### src/rtl/bt_uart_rx.sv
// bt_uart_rx - receive path for the Bluetooth UART link.
//
// The raw BT_RX pad is synchronised and oversampled, and 8N1 characters are
// deframed and buffered in a small show-ahead FIFO. The FIFO is presented on a
// valid/ready interface. The block also drives RTS flow control toward the
// module and a level interrupt toward the core.
//
// Parameters:
//   CLKS_PER_BIT  : clock cycles per bit (>= 8)
//   FIFO_DEPTH    : FIFO entries (power of two, >= 2)
//   RTS_THRESHOLD : occupancy at which rts_n goes high (1 .. FIFO_DEPTH)
//
// Ports:
//   clock, reset  : system clock, synchronous active-high reset
//   rx_in         : asynchronous serial input, idles high
//   rx_data       : FIFO head byte (0x00 while empty)
//   rx_valid      : FIFO non-empty
//   rx_ready      : consumer pops the head when rx_valid & rx_ready
//   rts_n         : 1 = ask the sender to stop
//   rx_irq        : level interrupt, same as rx_valid
//   frame_err     : one-cycle pulse on a bad stop bit
//   overrun       : one-cycle pulse when a good byte is dropped on a full FIFO
//   fifo_count    : current occupancy
module bt_uart_rx #(
  parameter int CLKS_PER_BIT  = 868,
  parameter int FIFO_DEPTH    = 8,
  parameter int RTS_THRESHOLD = 6
) (
  input  logic                          clock,
  input  logic                          reset,
  input  logic                          rx_in,
  output logic [7:0]                    rx_data,
  output logic                          rx_valid,
  input  logic                          rx_ready,
  output logic                          rts_n,
  output logic                          rx_irq,
  output logic                          frame_err,
  output logic                          overrun,
  output logic [$clog2(FIFO_DEPTH):0]   fifo_count
);

  localparam int AW   = $clog2(FIFO_DEPTH);
  localparam int CW   = AW + 1;
  localparam int TW   = $clog2(CLKS_PER_BIT);
  localparam int HALF = CLKS_PER_BIT / 2 - 1;
  localparam int LAST = CLKS_PER_BIT - 1;

  // ---------------------------------------------------------------
  // Input synchroniser and falling-edge detector. Flops reset to the
  // idle level so a reset never manufactures a start edge.
  // ---------------------------------------------------------------
  logic sync1_reg;
  logic sync2_reg;
  logic prev_reg;
  logic rx_s;
  logic fall;

  always_ff @(posedge clock) begin
    if (reset) begin
      sync1_reg <= 1'b1;
      sync2_reg <= 1'b1;
      prev_reg  <= 1'b1;
    end else begin
      sync1_reg <= rx_in;
      sync2_reg <= sync1_reg;
      prev_reg  <= sync2_reg;
    end
  end

  assign rx_s = sync2_reg;
  assign fall = prev_reg & ~rx_s;

  // ---------------------------------------------------------------
  // Deframer FSM
  // ---------------------------------------------------------------
  typedef enum logic [2:0] {
    S_IDLE,
    S_START,
    S_DATA,
    S_STOP,
    S_WAIT_IDLE
  } state_t;

  state_t          state_reg;
  logic [TW-1:0]   tick_reg;
  logic [2:0]      bit_cnt_reg;
  logic [7:0]      shift_reg;
  logic            frame_err_reg;
  logic            push_stb;

  always_ff @(posedge clock) begin
    if (reset) begin
      state_reg     <= S_IDLE;
      tick_reg      <= '0;
      bit_cnt_reg   <= '0;
      shift_reg     <= '0;
      frame_err_reg <= 1'b0;
    end else begin
      frame_err_reg <= 1'b0;
      case (state_reg)
        S_IDLE: begin
          if (fall) begin
            state_reg <= S_START;
            tick_reg  <= '0;
          end
        end
        S_START: begin
          // Re-check the line at mid start bit; a high here was a glitch.
          if (tick_reg == TW'(HALF)) begin
            tick_reg <= '0;
            if (!rx_s) begin
              state_reg   <= S_DATA;
              bit_cnt_reg <= '0;
            end else begin
              state_reg <= S_IDLE;
            end
          end else begin
            tick_reg <= tick_reg + TW'(1);
          end
        end
        S_DATA: begin
          if (tick_reg == TW'(LAST)) begin
            tick_reg  <= '0;
            shift_reg <= {rx_s, shift_reg[7:1]};
            if (bit_cnt_reg == 3'd7) begin
              state_reg <= S_STOP;
            end else begin
              bit_cnt_reg <= bit_cnt_reg + 3'd1;
            end
          end else begin
            tick_reg <= tick_reg + TW'(1);
          end
        end
        S_STOP: begin
          if (tick_reg == TW'(LAST)) begin
            tick_reg <= '0;
            if (rx_s) begin
              state_reg <= S_IDLE;
            end else begin
              frame_err_reg <= 1'b1;
              state_reg     <= S_WAIT_IDLE;
            end
          end else begin
            tick_reg <= tick_reg + TW'(1);
          end
        end
        S_WAIT_IDLE: begin
          // A held-low line (break) reports one error, then waits here.
          if (rx_s) begin
            state_reg <= S_IDLE;
          end
        end
        default: state_reg <= S_IDLE;
      endcase
    end
  end

  // The byte is written on the very edge that samples a good stop bit.
  assign push_stb = (state_reg == S_STOP) && (tick_reg == TW'(LAST)) && rx_s;

  // ---------------------------------------------------------------
  // Show-ahead FIFO. The head byte is held in a register that is
  // reloaded from the array (or bypassed from the incoming byte) so the
  // array itself only sees registered reads.
  // ---------------------------------------------------------------
  logic [7:0]    mem [FIFO_DEPTH];
  logic [AW-1:0] wr_ptr_reg;
  logic [AW-1:0] rd_ptr_reg;
  logic [AW-1:0] rd_ptr_next;
  logic [CW-1:0] count_reg;
  logic [CW-1:0] count_next;
  logic [7:0]    head_reg;
  logic          overrun_reg;
  logic          rts_n_reg;
  logic          full;
  logic          pop;
  logic          push_ok;

  assign full    = (count_reg == CW'(FIFO_DEPTH));
  assign pop     = rx_valid & rx_ready;
  assign push_ok = push_stb & (~full | pop);

  always_comb begin
    count_next  = count_reg;
    rd_ptr_next = rd_ptr_reg;
    if (push_ok && !pop) begin
      count_next = count_reg + CW'(1);
    end else if (pop && !push_ok) begin
      count_next = count_reg - CW'(1);
    end
    if (pop) begin
      rd_ptr_next = rd_ptr_reg + AW'(1);
    end
  end

  always_ff @(posedge clock) begin
    if (push_ok) begin
      mem[wr_ptr_reg] <= shift_reg;
    end
  end

  always_ff @(posedge clock) begin
    if (reset) begin
      wr_ptr_reg  <= '0;
      rd_ptr_reg  <= '0;
      count_reg   <= '0;
      head_reg    <= 8'h00;
      overrun_reg <= 1'b0;
      rts_n_reg   <= 1'b1;
    end else begin
      if (push_ok) begin
        wr_ptr_reg <= wr_ptr_reg + AW'(1);
      end
      rd_ptr_reg  <= rd_ptr_next;
      count_reg   <= count_next;
      overrun_reg <= push_stb & full & ~pop;
      rts_n_reg   <= (count_reg >= CW'(RTS_THRESHOLD));
      // New head: empty -> 0; the slot being written this cycle -> bypass;
      // otherwise the stored entry at the next read pointer.
      if (count_next == '0) begin
        head_reg <= 8'h00;
      end else if (push_ok && (wr_ptr_reg == rd_ptr_next)) begin
        head_reg <= shift_reg;
      end else begin
        head_reg <= mem[rd_ptr_next];
      end
    end
  end

  assign rx_valid   = (count_reg != '0);
  assign rx_irq     = rx_valid;
  assign rx_data    = head_reg;
  assign fifo_count = count_reg;
  assign frame_err  = frame_err_reg;
  assign overrun    = overrun_reg;
  assign rts_n      = rts_n_reg;

endmodule

### config.mk
export PLATFORM = sky130hd
export DESIGN_NAME = bt_uart_rx
export DESIGN_NICKNAME = d
export VERILOG_FILES = /design/src/rtl/bt_uart_rx.sv
export SDC_FILE = /design/constraint.sdc
export NUM_CORES = 1
export LEC_CHECK = 0
export ABC_AREA = 1
export BUFFER_PORTS_ARGS = -buffer_cell sky130_fd_sc_hd__buf_4
export CORE_UTILIZATION = 35
export CTS_CLUSTER_SIZE = 25
export DETAILED_ROUTE_END_ITERATION = 7
export SLEW_MARGIN = 10
export SYNTH_ARGS = -nofsm -noshare
export SYNTH_HDL_FRONTEND = slang
export SYNTH_SLANG_ARGS = --single-unit
### constraint.sdc
create_clock -name clock -period 2.4 [get_ports clock]
set_input_delay 0.12 -clock clock [delete_from_list [all_inputs] [get_ports clock]]
set_output_delay 0.12 -clock clock [all_outputs]
set_load 0.02 [all_outputs]
After elaboration in Yosys (flattened, before gate mapping)
Memories as Yosys holds them, arrays and structs flattened. A register that Yosys moved wholly into a read port is not among the register bits.
Index checks and enable logic that the tools add are counted.
{ "classes": {"add_sub_neg": 6, "magnitude_cmp": 1, "eq_ne": 16, "n_mux": 24, "bitwise_logic": 11, "n_reduce_logical": 18} }
{ "op_table": {"columns": ["cell", "n"], "rows": [
  ["2-to-1 mux 3 bit", 12],
  ["2-to-1 mux 10 bit", 3],
  ["case mux 10 bit (3 select lines)", 1],
  ["inequality test 2 bit, second input constant", 8],
  ["case mux 3 bit (5 select lines)", 1],
  ["adder 10 x 1 -> 10 bit, second input constant", 1],
  ["equality test 10 bit, second input constant", 1],
  ["equality test 10 x 9 -> 1 bit, second input constant", 1],
  ["adder 3 x 1 -> 3 bit, second input constant", 3],
  ["2-to-1 mux 4 bit", 2],
  ["equality test 3 x 2 -> 1 bit, second input constant", 2],
  ["equality test 3 bit, second input constant", 2],
  ["case mux 3 bit (2 select lines)", 1],
  ["AND reduction 6 bit", 1],
  ["AND 1 bit", 5],
  ["inverter 1 bit", 5],
  ["AND reduction 5 bit", 1],
  ["adder 4 x 1 -> 4 bit, second input constant", 1],
  ["equality test 4 bit, second input constant", 1],
  [">= comparator 4 x 3 -> 1 bit, second input constant", 1],
  ["logical AND 1 bit", 4],
  ["zero test 4 bit", 1],
  ["AND reduction 2 bit", 2],
  ["nonzero test 4 bit", 1],
  ["11 further kinds", 15]
]} }
{ "totals": {"reg_bits": 40, "mem_bits_rw": 64, "in_bits": 4, "out_inout_bits": 17, "elab_cells": 90, "n_memories": 1} }
{ "memory_table": {"columns": ["name", "depth", "width", "read_ports", "rd_clocked_by_memory_dff", "wr", "line_no", "source"], "rows": [
  ["mem", 8, 8, 1, 1, 1, "166", "logic [7:0] mem [FIFO_DEPTH];"]
]} }

Longest topological paths before layout
{ "depth": {"depth_word": 10, "mapped_depth": 15, "ltp_nobuf": 14} }

Worst setup path before layout
No wires, ideal clock.
{ "synth_timing": {"kind": "flip-flop to flip-flop", "from": "register count_reg[0], in the netlist fifo_count[0]", "to": "memory mem[3][0], enable pin", "setup_ns": 0.383, "arrival_time_ns": 2.163, "t_required_ns": 2.017, "setup_slack_ns": -0.146, "stages_incl_launch_ff": 10, "n_path_buf": 0, "period_less_slack_ns": 2.546, "cell_sequence": "dfxtp_1 > inv_1 > ha_1 > nand3_1 > inv_1 > nor2_4 > inv_1 > nor2_1 > inv_1 > nor3_1"} }
{ "synth_via": {"elab_chain_cells": 6, "elab_cells_between_ends": 8, "cone_classes": "eq/ne: 1; mux: 2; bitwise: 4; reduce/logical: 1"} }
{ "synth_rtl": {"columns": ["item", "line_no", "source"], "rows": [
  ["start: declaration", "170", "logic [CW-1:0] count_reg;"],
  ["start signal: assignment", "215", "count_reg <= count_next;"],
  ["nonzero test 4 bit or equality test 4 bit (tied branches)", "230, 179", null],
  ["AND 1 bit or inverter 1 bit (tied branches)", "180, 181", null],
  ["OR 1 bit *", "181", "assign push_ok = push_stb & (~full | pop);"],
  ["AND 1 bit *", "181", null],
  ["2-to-1 mux 1 bit *", "197", "if (push_ok) begin"],
  ["2-to-1 mux 1 bit (not written as such) *", "198", "mem[wr_ptr_reg] <= shift_reg;"],
  ["end: declaration", "166", null]
]} }
Mark *: on every way between the ends. The rest lies on a longest branch, timed or not.

Worst setup path in the final report
{ "layout_timing": {"from": "register count_reg[0], in the netlist fifo_count[0]", "to": "register head_reg[1], in the netlist rx_data[1], read port of mem"} }
{ "layout_via": {"elab_chain_cells": 10, "elab_cells_between_ends": 17, "cone_classes": "add/sub: 2; eq/ne: 1; mux: 3; bitwise: 4; reduce/logical: 7"} }
{ "layout_rtl": {"columns": ["item", "line_no", "source"], "rows": [
  ["nonzero test 4 bit or equality test 4 bit (tied branches)", "230, 179", null],
  ["AND 1 bit or inverter 1 bit (tied branches)", "180, 181", null],
  ["OR 1 bit", "181", null],
  ["AND 1 bit", "181", null],
  ["zero test 1 bit", "188", "end else if (pop && !push_ok) begin"],
  ["logical AND 1 bit", "188", null],
  ["2-to-1 mux 4 bit", "188", null],
  ["2-to-1 mux 4 bit", "186", "if (push_ok && !pop) begin"],
  ["zero test 4 bit", "220", "if (count_next == '0) begin"],
  ["OR reduction 2 bit (no line)", null, null],
  ["end: declaration", "172", "logic [7:0] head_reg;"]
]} }
Several ways; a longest one is shown, not always the timed one.
A chain may end at the register's enable or synchronous reset.

==> impl_metrics.ini <==
[setup_path]
slowest_delay_ns = 0.43
slowest_stage = and3_1
critical_path_required_ns = 2.68
crit_top_cell = nand2_1
timing.rr.end = rx_data[1]
reg2reg_from = fifo_count[0]
r2r_slack_ns = 0.20
path_cells = inv_1, ha_1, nand3_4, nand2_4, nand2_1, nand2_2, nand2_1, and3_1, nand2_4, nand3_1, nand2_1, nor2_1
crit_type = flop to flop
worstSetupStartpointType = flop
endpoint_kind = flop
worstPathMaxFanout = 12
arrival_ns = 2.48
reg2reg_depth = 12

[cts]
clockBufferDepth = 2
clk-insertion-delay-late_ns = 0.34
h-tree-depth = 3
cts_sinks = 112
path_clk_slew_ns = 0.08
cts_buffers = 9
tritoncts = built
cts-root-buf = clkbuf_16

[floorplan]
rows = 44
die_h_um = 124
coreArea_um2 = 14500
pin_count = 21
die_x_um = 124
initial_utilization_pct = 35.9
dieArea_um2 = 15300

[final_layout]
antenna_cells = 0
largest_register_ffs = 64
utilization_pct = 40.7
fin_nets = 619
area_growth_pct = 13.5
fin_cells = 795
drive_above_1_share_pct = 13.7

[run]
cap_viol_max_count = 0

[place]
dpl.hpwl_mm = 8.21
placed_cells = 778
portBuffers = 20
gp_congestion = 0.909

[hold_path]
hold_depth = 2
holdCritPathClass = primary input to flop
hp-start = reset
whs_endpoint = rd_ptr_reg[0]

[synth]
synth.avg_cell_area_um2 = 8.97
synth_area_um2 = 5190
syn_inst = 579
yosysSeqAreaShare_pct = 55.5
synth_cell_type_count = 36
synth_fp_nets = 592
ys_seq_elements = 112
yosys_warnings = 0

[timing]
slew_headroom_pct = 52.9
period_share_pct = 91.8
finalSetupViolations = 0
finClkSkew_ns = 0.00534
max_freq_ghz = 0.454
hold_violations = 0
fin_crit_ns = 2.20
tightest_slew_ns = 0.706
rsz0062_at_grt = no
slew_viol_final = 0

[power]
power_leakage_nw = 2.41
cellPowerDensity_nw_per_um2 = 1220
ir_worst_vdd_uv = 593

[routing]
via_per_inst = 5.00
drt_first_pass_iters = 5
vias = 3978
ant_nets = 0
routed_wl_mm = 11.5
drc_errors = 0
drt_iter0_markers = 340
wl_per_cell_um = 14.5

[global_route]
grt-ovfl-total = 0
grt_pass1_vias = 3745
grt_util_all_layers_pct = 16.1
grt_max_degree = 25
antenna_found_initial = 0
grt_pass1_wl_mm = 18.5

[status]
outcome = complete, no violations
-- metal layers --
layer,up-vias,track usage (%),part of all wire (%)
met4,0,5.72,1.8
met2,98,27.0,49
met5,-,0,0
met3,15,2.52,4.5
li1,1987,-,-
met1,1878,21.0,45
-- critical path, delay by kind of cell (launching register included) --
family / cells / cell delay, ns
and+or+nand+nor: 10 / 1.34
buffers and inverters: 1 / 0.12
adders and majority gates: 1 / 0.29
DFF: 1 / 0.40
-- worst max-delay path by stage --
| stage | slack (ns) | start | cells after the start | to |
|---|---|---|---|---|
| after CTS | 0.14 | fifo_count[0] | 10 | mem[7][6] |
| after detailed placement | 0.18 | fifo_count[0] | 10 | mem[7][1] |
| final | 0.20 | fifo_count[0] | 12 | rx_data[1] |
| after global placement | 0.23 | fifo_count[0] | 10 | mem[7][1] |
| after global routing | 0.02 | fifo_count[0] | 12 | rx_data[1] |
| after floorplan | -0.15 | fifo_count[0] | 9 | mem[3][0] |
-- what timing repair did --
action | CTS | global route
endpoints found under the setup margin | 0 | 32
hold endpoints to repair | 1 | 0
gates resized for setup | 0 | 3
hold buffers | 1 | 0
setup buffers | 0 | 0
-- where the power goes --
group	internal, mW	leakage (nW)	switching, mW
logic	1.22	1.29	2.21
registers	2.16	0.984	0.128
clock network	0.736	0.143	0.727
-- logic make-up after synthesis --
group,after synthesis,share of synthesized area [%]
buffers and inverters,78,6.82
flip-flops,112,55.5
AND/OR/NAND/NOR,330,29.9
AO/OA/AOI/OAI,45,4.75
XOR/XNOR,5,0.843
adder cells (fa/ha/maj),9,2.17
-- area by class of cell --
class	count	area, µm²
fillers	1403	8590
flip-flops and latches	112	2880
multi-input cells	389	1970
repair buffers	34	283
inverters	60	230
well taps	184	230
clock buffers	9	225
clock inverters	7	75.1
-- Yosys cell counts, drive strengths merged --
| master | instances | area share, % |
|---|---|---|
| nand2 | 152 | 12 |
| nand3 | 101 | 10 |
| edfxtp | 64 | 37 |
| inv | 59 | 4.3 |
| nor2 | 50 | 4.3 |
| dfxtp | 48 | 19 |
| a21oi | 21 | 2.1 |
| o21ai | 17 | 1.6 |
| buf | 13 | 2.0 |
| nor3 | 12 | 1.2 |
| ha | 9 | 2.2 |
| clkbuf | 5 | 0.43 |
| nand4 | 5 | 0.60 |
| or2 | 4 | 0.48 |
| xor2 | 4 | 0.67 |
| nand3b | 3 | 0.43 |
| o211ai | 3 | 0.43 |
| a211oi | 2 | 0.29 |
| nor3b | 2 | 0.29 |
| a21o | 1 | 0.17 |
| and3 | 1 | 0.12 |
| clkinv | 1 | 0.17 |
| o22ai | 1 | 0.12 |
| xnor2 | 1 | 0.17 |
-- stage by stage --
stage                     TNS, ns  power, mW  setup WS [ns]  hold slack (ns)  instance area [µm²]
final                           0       7.19          0.197            0.117                 5890
after global routing            0       7.74         0.0204            0.118                 5890
after CTS                       0       7.22          0.137            0.110                 5880
after detailed placement        0       5.74          0.175            0.306                 5570
after global placement          0       5.71          0.234            0.307                 5570
after floorplan             -5.13       4.95         -0.146            0.224                 5190
-- cells in the final DEF, fill, tap and decap left out, types with 7 or more instances in the layout --
master / count
nor2_1: 44
buf_4: 31
nand2_2: 7
inv_1: 54
nor3_1: 12
nand3_1: 97
a21oi_1: 20
edfxtp_1: 64
o21ai_0: 17
dfxtp_1: 47
ha_1: 9
nand2_1: 139
clkbuf_16: 9
No activity file was read; power rests on OpenSTA's default activity.
